--- src/rtl/dmem_pkg.sv ---
// Shared types and constants for the dmem scheduler and its arbiter.
package dmem_pkg;

    // Scheduler sequencing states
    typedef enum logic [2:0] {
        IDLE   = 3'd0,
        ACCESS = 3'd1,
        RESP   = 3'd2,
        WRITE  = 3'd3,
        DONE   = 3'd4
    } state_t;

    // dmem memop encodings (stores reuse B/H/W)
    localparam logic [2:0] MEMOP_B  = 3'b000;
    localparam logic [2:0] MEMOP_H  = 3'b001;
    localparam logic [2:0] MEMOP_W  = 3'b010;
    localparam logic [2:0] MEMOP_BU = 3'b100;
    localparam logic [2:0] MEMOP_HU = 3'b101;

    // Arbitration modes
    localparam int ARB_RR    = 0;
    localparam int ARB_FIXED = 1;

    // Port index to one-hot port vector
    function automatic logic [1:0] idx_to_onehot(input logic idx);
        return idx ? 2'b10 : 2'b01;
    endfunction

endpackage

--- src/rtl/dmem_sched_arb.sv ---
// Two-way request picker: round-robin on last winner, or fixed m0 priority.
module rr_arb2
    import dmem_pkg::*;
(
    input  logic [1:0] i_req,
    input  logic       i_last_winner,
    input  logic       i_mode,
    output logic [1:0] o_winner
);

    // Pick a one-hot winner; a tie goes to m0 in fixed mode, else to the port that did not win last
    always_comb begin
        o_winner = 2'b00;
        case (i_req)
            2'b01: o_winner = 2'b01;
            2'b10: o_winner = 2'b10;
            2'b11: begin
                if (i_mode) begin
                    o_winner = 2'b01;
                end else if (i_last_winner) begin
                    o_winner = 2'b01;
                end else begin
                    o_winner = 2'b10;
                end
            end
            default: o_winner = 2'b00;
        endcase
    end

endmodule

--- src/rtl/dmem_sched.sv ---
// Two-requester dmem scheduler: arbitrates, latches one transaction and
// sequences registered read/write strobes (stores: old-word read, then write).
module dmem_sched
    import dmem_pkg::*;
#(
    parameter int ARB_MODE = 0,
    parameter int ADDR_W   = 32
) (
    input  logic              clock,
    input  logic              reset,
    input  logic              m0_req,
    input  logic              m0_we,
    input  logic [ADDR_W-1:0] m0_addr,
    input  logic [31:0]       m0_wdata,
    input  logic [2:0]        m0_memop,
    output logic              m0_gnt,
    output logic              m0_rvalid,
    output logic [31:0]       m0_rdata,
    output logic              m0_wack,
    input  logic              m1_req,
    input  logic              m1_we,
    input  logic [ADDR_W-1:0] m1_addr,
    input  logic [31:0]       m1_wdata,
    input  logic [2:0]        m1_memop,
    output logic              m1_gnt,
    output logic              m1_rvalid,
    output logic [31:0]       m1_rdata,
    output logic              m1_wack,
    output logic              busy,
    output logic [ADDR_W-1:0] dmem_addr,
    output logic [31:0]       dmem_datain,
    output logic [2:0]        dmem_memop,
    output logic              dmem_we,
    output logic              dmem_rdclk,
    output logic              dmem_wrclk,
    input  logic [31:0]       dmem_dataout
);

    localparam logic L_MODE = (ARB_MODE == ARB_FIXED) ? 1'b1 : 1'b0;

    state_t            r_state;
    logic [1:0]        r_gnt;
    logic [1:0]        r_rvalid;
    logic [1:0]        r_wack;
    logic [31:0]       r_rdata0;
    logic [31:0]       r_rdata1;
    logic              r_busy;
    logic [ADDR_W-1:0] r_addr;
    logic [31:0]       r_datain;
    logic [2:0]        r_memop;
    logic              r_we;
    logic              r_rdclk;
    logic              r_wrclk;
    logic              r_last_winner;
    logic              r_winner;

    logic [1:0]        w_win;
    logic              w_sel_hi;
    logic              w_sel_we;
    logic [ADDR_W-1:0] w_sel_addr;
    logic [31:0]       w_sel_wdata;
    logic [2:0]        w_sel_memop;

    rr_arb2 u_arb (
        .i_req         ({m1_req, m0_req}),
        .i_last_winner (r_last_winner),
        .i_mode        (L_MODE),
        .o_winner      (w_win)
    );

    assign w_sel_hi    = w_win[1];
    assign w_sel_we    = w_sel_hi ? m1_we    : m0_we;
    assign w_sel_addr  = w_sel_hi ? m1_addr  : m0_addr;
    assign w_sel_wdata = w_sel_hi ? m1_wdata : m0_wdata;
    assign w_sel_memop = w_sel_hi ? m1_memop : m0_memop;

    // Sequencing FSM with all outputs registered; pulses default low each cycle
    always_ff @(posedge clock or negedge reset) begin
        if (!reset) begin
            r_state       <= IDLE;
            r_gnt         <= 2'b00;
            r_rvalid      <= 2'b00;
            r_wack        <= 2'b00;
            r_rdata0      <= 32'h0000_0000;
            r_rdata1      <= 32'h0000_0000;
            r_busy        <= 1'b0;
            r_addr        <= '0;
            r_datain      <= 32'h0000_0000;
            r_memop       <= 3'b000;
            r_we          <= 1'b0;
            r_rdclk       <= 1'b0;
            r_wrclk       <= 1'b0;
            r_last_winner <= 1'b1;
            r_winner      <= 1'b0;
        end else begin
            r_gnt    <= 2'b00;
            r_rvalid <= 2'b00;
            r_wack   <= 2'b00;
            case (r_state)
                IDLE: begin
                    if (w_win != 2'b00) begin
                        r_winner      <= w_sel_hi;
                        r_last_winner <= w_sel_hi;
                        r_addr        <= w_sel_addr;
                        r_datain      <= w_sel_wdata;
                        r_memop       <= w_sel_memop;
                        r_we          <= w_sel_we;
                        r_gnt         <= w_win;
                        r_rdclk       <= 1'b1;
                        r_wrclk       <= 1'b0;
                        r_busy        <= 1'b1;
                        r_state       <= ACCESS;
                    end else begin
                        r_rdclk <= 1'b0;
                        r_wrclk <= 1'b0;
                        r_busy  <= 1'b0;
                    end
                end
                ACCESS: begin
                    r_rdclk <= 1'b0;
                    if (r_we) begin
                        // Old word has been read; now strobe the merged write
                        r_wrclk <= 1'b1;
                        r_state <= WRITE;
                    end else begin
                        r_rvalid <= idx_to_onehot(r_winner);
                        if (r_winner) begin
                            r_rdata1 <= dmem_dataout;
                        end else begin
                            r_rdata0 <= dmem_dataout;
                        end
                        r_state <= RESP;
                    end
                end
                RESP: begin
                    r_busy  <= 1'b0;
                    r_we    <= 1'b0;
                    r_state <= IDLE;
                end
                WRITE: begin
                    r_wrclk <= 1'b0;
                    r_wack  <= idx_to_onehot(r_winner);
                    r_state <= DONE;
                end
                DONE: begin
                    r_busy  <= 1'b0;
                    r_we    <= 1'b0;
                    r_state <= IDLE;
                end
                default: begin
                    r_rdclk <= 1'b0;
                    r_wrclk <= 1'b0;
                    r_busy  <= 1'b0;
                    r_we    <= 1'b0;
                    r_state <= IDLE;
                end
            endcase
        end
    end

    assign m0_gnt      = r_gnt[0];
    assign m1_gnt      = r_gnt[1];
    assign m0_rvalid   = r_rvalid[0];
    assign m1_rvalid   = r_rvalid[1];
    assign m0_wack     = r_wack[0];
    assign m1_wack     = r_wack[1];
    assign m0_rdata    = r_rdata0;
    assign m1_rdata    = r_rdata1;
    assign busy        = r_busy;
    assign dmem_addr   = r_addr;
    assign dmem_datain = r_datain;
    assign dmem_memop  = r_memop;
    assign dmem_we     = r_we;
    assign dmem_rdclk  = r_rdclk;
    assign dmem_wrclk  = r_wrclk;

endmodule

--- config.mk ---
export PLATFORM = sky130hd
export DESIGN_NAME = dmem_sched
export DESIGN_NICKNAME = d
export VERILOG_FILES = /design/src/rtl/dmem_pkg.sv /design/src/rtl/dmem_sched_arb.sv /design/src/rtl/dmem_sched.sv
export SDC_FILE = /design/constraint.sdc
export NUM_CORES = 1
export LEC_CHECK = 0
export BUFFER_PORTS_ARGS = -buffer_cell sky130_fd_sc_hd__buf_2
export CAP_MARGIN = 20
export CORE_MARGIN = 2
export CORE_UTILIZATION = 35
export CTS_CLUSTER_DIAMETER = 40
export DETAILED_ROUTE_END_ITERATION = 8
export GPL_ROUTABILITY_DRIVEN = 0
export PLACE_DENSITY = 0.63
export SKIP_LAST_GASP = 1
export SLEW_MARGIN = 20
export SYNTH_ARGS = -nofsm -noshare
export SYNTH_HDL_FRONTEND = slang
export SYNTH_SLANG_ARGS = --single-unit
--- constraint.sdc ---
create_clock -name clock -period 5.3 [get_ports clock]
set_input_delay 0.265 -clock clock [delete_from_list [all_inputs] [get_ports clock]]
set_output_delay 0.265 -clock clock [all_outputs]
set_load 0.01 [all_outputs]
==> impl_metrics.prom <==
# TYPE chip_impl_metric gauge
chip_impl_info{name="outcome",value="finished, final reports clean"} 1
chip_impl_metric{name="post_route_antenna_net_violation_count",unit=""} 0
chip_impl_metric{name="critical_path.max_fanout",unit=""} 44
chip_impl_metric{name="report.final.hold_viol_count",unit=""} 0
chip_impl_metric{name="cp.required",unit="ns"} 5.60
chip_impl_metric{name="grt_first_pass_wirelength",unit="um"} 25860
chip_impl_metric{name="tritoncts.num_buffers",unit=""} 17
chip_impl_metric{name="layoutNonFillerInstCount",unit=""} 960
chip_impl_metric{name="yosys_warnings",unit=""} 0
chip_impl_metric{name="drt_pass1_iterations",unit=""} 4
chip_impl_metric{name="power.leakage",unit="nW"} 4.265
chip_impl_info{name="holdCritPathClass",value="in2reg"} 1
chip_impl_metric{name="skew",unit="ns"} 0.005417
chip_impl_metric{name="synth.distinct_cells",unit=""} 29
chip_impl_metric{name="ioPinCount",unit=""} 313
chip_impl_metric{name="fp-row-count",unit=""} 49
chip_impl_info{name="grt_setup_unrepaired",value="false"} 1
chip_impl_metric{name="area_fraction_of_the_dominant_cell_type_after_synthesis",unit="%"} 57.04
chip_impl_metric{name="reg2reg_setup_slack",unit="ns"} 2.78
chip_impl_metric{name="nNetsFinal",unit=""} 890
chip_impl_metric{name="timing.final.max_slew_violations",unit=""} 0
chip_impl_info{name="timing.critical_path.from",value="r_last_winner$_DFFE_PN1P_"} 1
chip_impl_metric{name="drc_viols",unit=""} 0
chip_impl_metric{name="period_needed",unit="ns"} 2.522
chip_impl_metric{name="clock_insertion_delay_worst_skew",unit="ns"} 0.42
chip_impl_info{name="synthFlopType",value="dfrtp_1"} 1
chip_impl_metric{name="yosysSeqAreaShare",unit="%"} 57.45
chip_impl_metric{name="post-place-cells",unit=""} 927
chip_impl_metric{name="finalSetupViolCount",unit=""} 0
chip_impl_metric{name="synth_fp_nets",unit=""} 577
chip_impl_metric{name="fin_tns_setup",unit="ns"} 0
chip_impl_metric{name="port_buffers",unit=""} 312
chip_impl_metric{name="syn_area",unit="um^2"} 6361
chip_impl_metric{name="cap_viol_max_count",unit=""} 0
chip_impl_info{name="cts_tree",value="done"} 1
chip_impl_metric{name="slew_headroom",unit="%"} 36.45
chip_impl_metric{name="clock_slew_at_reported_path_ffs",unit="ns"} 0.06
chip_impl_metric{name="period_utilization_post_route",unit="%"} 47.59
chip_impl_metric{name="grt_pass1_vias",unit=""} 5008
chip_impl_info{name="yosys.area.top_type",value="dfrtp_1"} 1
chip_impl_metric{name="place_hpwl",unit="um"} 12080
chip_impl_metric{name="cp.arrival",unit="ns"} 2.82
chip_impl_metric{name="route.final.wire_length",unit="um"} 16080
chip_impl_metric{name="avgRoutedWirePerCell",unit="um"} 16.75
chip_impl_metric{name="grt_max_degree",unit=""} 86
chip_impl_metric{name="grt_use_total",unit="%"} 16.89
chip_impl_metric{name="die_width",unit="um"} 138.8
chip_impl_metric{name="timing_worst_slew_pin_value",unit="ns"} 0.9532
chip_impl_metric{name="synthCells",unit=""} 405
chip_impl_metric{name="pd_cells",unit="nW/um^2"} 619.7
chip_impl_metric{name="proportion_of_layout_cells_with_a_drive_suffix_above_1",unit="%"} 74.38
chip_impl_metric{name="vias",unit=""} 4499
chip_impl_metric{name="antenna_violations_before_repair",unit=""} 1
chip_impl_metric{name="ir_drop",unit="V"} 0.0003083
chip_impl_metric{name="clk_path_buf_depth",unit=""} 2
chip_impl_info{name="type_of_element_capturing_the_critical_path",value="flop"} 1
chip_impl_metric{name="clock_tree.htree_level_count",unit=""} 4
chip_impl_metric{name="areaGrowthSynthToFinish",unit="%"} 37.39
chip_impl_info{name="yosys-top-cells-area",value="dfrtp_1, mux2_2, mux2_4"} 1
chip_impl_info{name="crit_type",value="reg2reg"} 1
chip_impl_info{name="hold_start",value="dmem_dataout[20]"} 1
chip_impl_metric{name="floorplan.die_area",unit="um^2"} 19270
chip_impl_info{name="cts_root_buffer",value="clkbuf_16"} 1
chip_impl_info{name="critPathLaunchType",value="flop"} 1
chip_impl_info{name="worstReg2RegStart",value="r_last_winner$_DFFE_PN1P_"} 1
chip_impl_metric{name="dieHeight",unit="um"} 138.8
chip_impl_metric{name="number_of_storage_elements_in_the_synthesis_netlist",unit=""} 146
chip_impl_metric{name="drt_iter0_markers",unit=""} 107
chip_impl_metric{name="design.core.area",unit="um^2"} 17900
chip_impl_metric{name="overflow",unit=""} 0
chip_impl_metric{name="synthArstFlopShare",unit="%"} 100.0
chip_impl_metric{name="postSynthAreaPerCell",unit="um^2"} 15.71
chip_impl_metric{name="cts.sinks",unit=""} 146
chip_impl_metric{name="p_total",unit="mW"} 5.416
chip_impl_metric{name="vias_per_cell",unit=""} 4.686
chip_impl_metric{name="number_of_flops_mapped_to_enable_cells_by_yosys",unit=""} 0
chip_impl_metric{name="start_util",unit="%"} 35.53
chip_impl_metric{name="timing.fmax",unit="MHz"} 396.5
[area by class of cell]
cell class                 instances  area (um^2)
clock buffer                      17        425.4
timing repair buffer             316         1600
tap                              229        286.5
clock inverter                    14        178.9
inverter                           3        11.26
antenna                            1        2.502
sequential                       146         3655
multi-input combinational        234         2580
fill                            1612         9163
[repair_timing]
item,in CTS,in global routing
hold buffers,1,0
gates resized for setup,0,0
endpoints found under the hold margin,83,0
setup buffers,0,0
[routing by layer]
layer	track usage, %	share of wire, %	vias to the layer above
met5	0	0	-
met4	7.177	2.6	0
met3	6.837	9.9	30
met2	28.44	49	213
met1	19.03	39	2169
li1	-	-	2087
[sequential cells by signal (all words and copies together) (netlist names)]
register,flops
r_last_winner,1
dmem_addr,32
r_state,3
r_rvalid,2
m1_rdata,32
dmem_rdclk,1
r_gnt,2
dmem_memop,3
dmem_datain,32
r_winner,1
r_wack,2
m0_rdata,32
dmem_we,1
busy,1
dmem_wrclk,1
[critical path, stage by stage, from the launching register on]
cell      delay (ns)
dfstp_2         0.39
a21boi_4        0.67
buf_4           0.62
mux2_2          0.41
mux2_2          0.26
[power by group]
part / switching [mW] / total (mW) / internal [mW]
registers: 0.324 / 2.01 / 1.69
clock network: 0.487 / 1.23 / 0.745
logic: 0.986 / 2.17 / 1.19
[layout by cell type, fill, tap and decap left out, types with 2 or more instances in the layout]
cell type | synthesis | final
mux2_2 | 169 | 169
and2_1 | 2 | 2
mux2i_1 | 2 | 2
dfrtp_1 | 145 | 145
o21ai_0 | 5 | 5
nor2b_1 | 3 | 3
clkbuf_16 | 0 | 17
mux2_4 | 20 | 20
nand2_1 | 8 | 8
inv_1 | 3 | 3
inv_6 | 0 | 5
buf_4 | 9 | 3
nor2_1 | 2 | 2
bufinv_16 | 0 | 3
mux2_1 | 9 | 9
clkinv_4 | 0 | 2
clkinvlp_4 | 0 | 3
buf_2 | 12 | 311
[through the flow]
step	setup WS, ns	util, %	hold WS, ns	cell area (um^2)
final	2.778	48.82	0.06932	8740
after global routing	2.616	48.80	0.06242	8737
after CTS	2.764	48.76	0.05090	8728
after floorplan	3.658	-	-0.03059	6361
after detailed placement	2.706	45.32	0.3661	8114
after global placement	2.837	45.32	0.3620	8114
[synthesized netlist by cell type (2+ instances only)]
master / n
buf_4: 9
mux2_1: 9
mux2_2: 169
mux2i_1: 2
nor2_1: 2
inv_1: 3
dfrtp_1: 145
and2_1: 2
nand2_1: 8
mux2_4: 20
buf_2: 12
nor2b_1: 3
o21ai_0: 5
[worst paths after layout]
kind                       depth (start not counted)                         end
setup reg to reg                                   4  dmem_datain[4]$_DFFE_PN0P_
max in group asynchronous                          3    m0_rdata[13]$_DFFE_PN0P_
hold / removal                                     2    m1_rdata[20]$_DFFE_PN0P_
setup / recovery                                   4  dmem_datain[4]$_DFFE_PN0P_
hold reg to reg                                    2            busy$_DFFE_PN0N_
min in group asynchronous                          2     m0_rdata[9]$_DFFE_PN0P_
[cell families (layout without fill, tap and decap cells)]
family	count (synthesis)	after routing	synth area share (%)
buffers and inverters	25	350	2.360
muxes	200	200	36.55
other	0	1	0
DFF	146	146	57.45
and+or+nand+nor	23	23	2.479
AOI/OAI and AO/OA	11	11	1.160
Note: power is estimated with default switching activity, not from simulation.
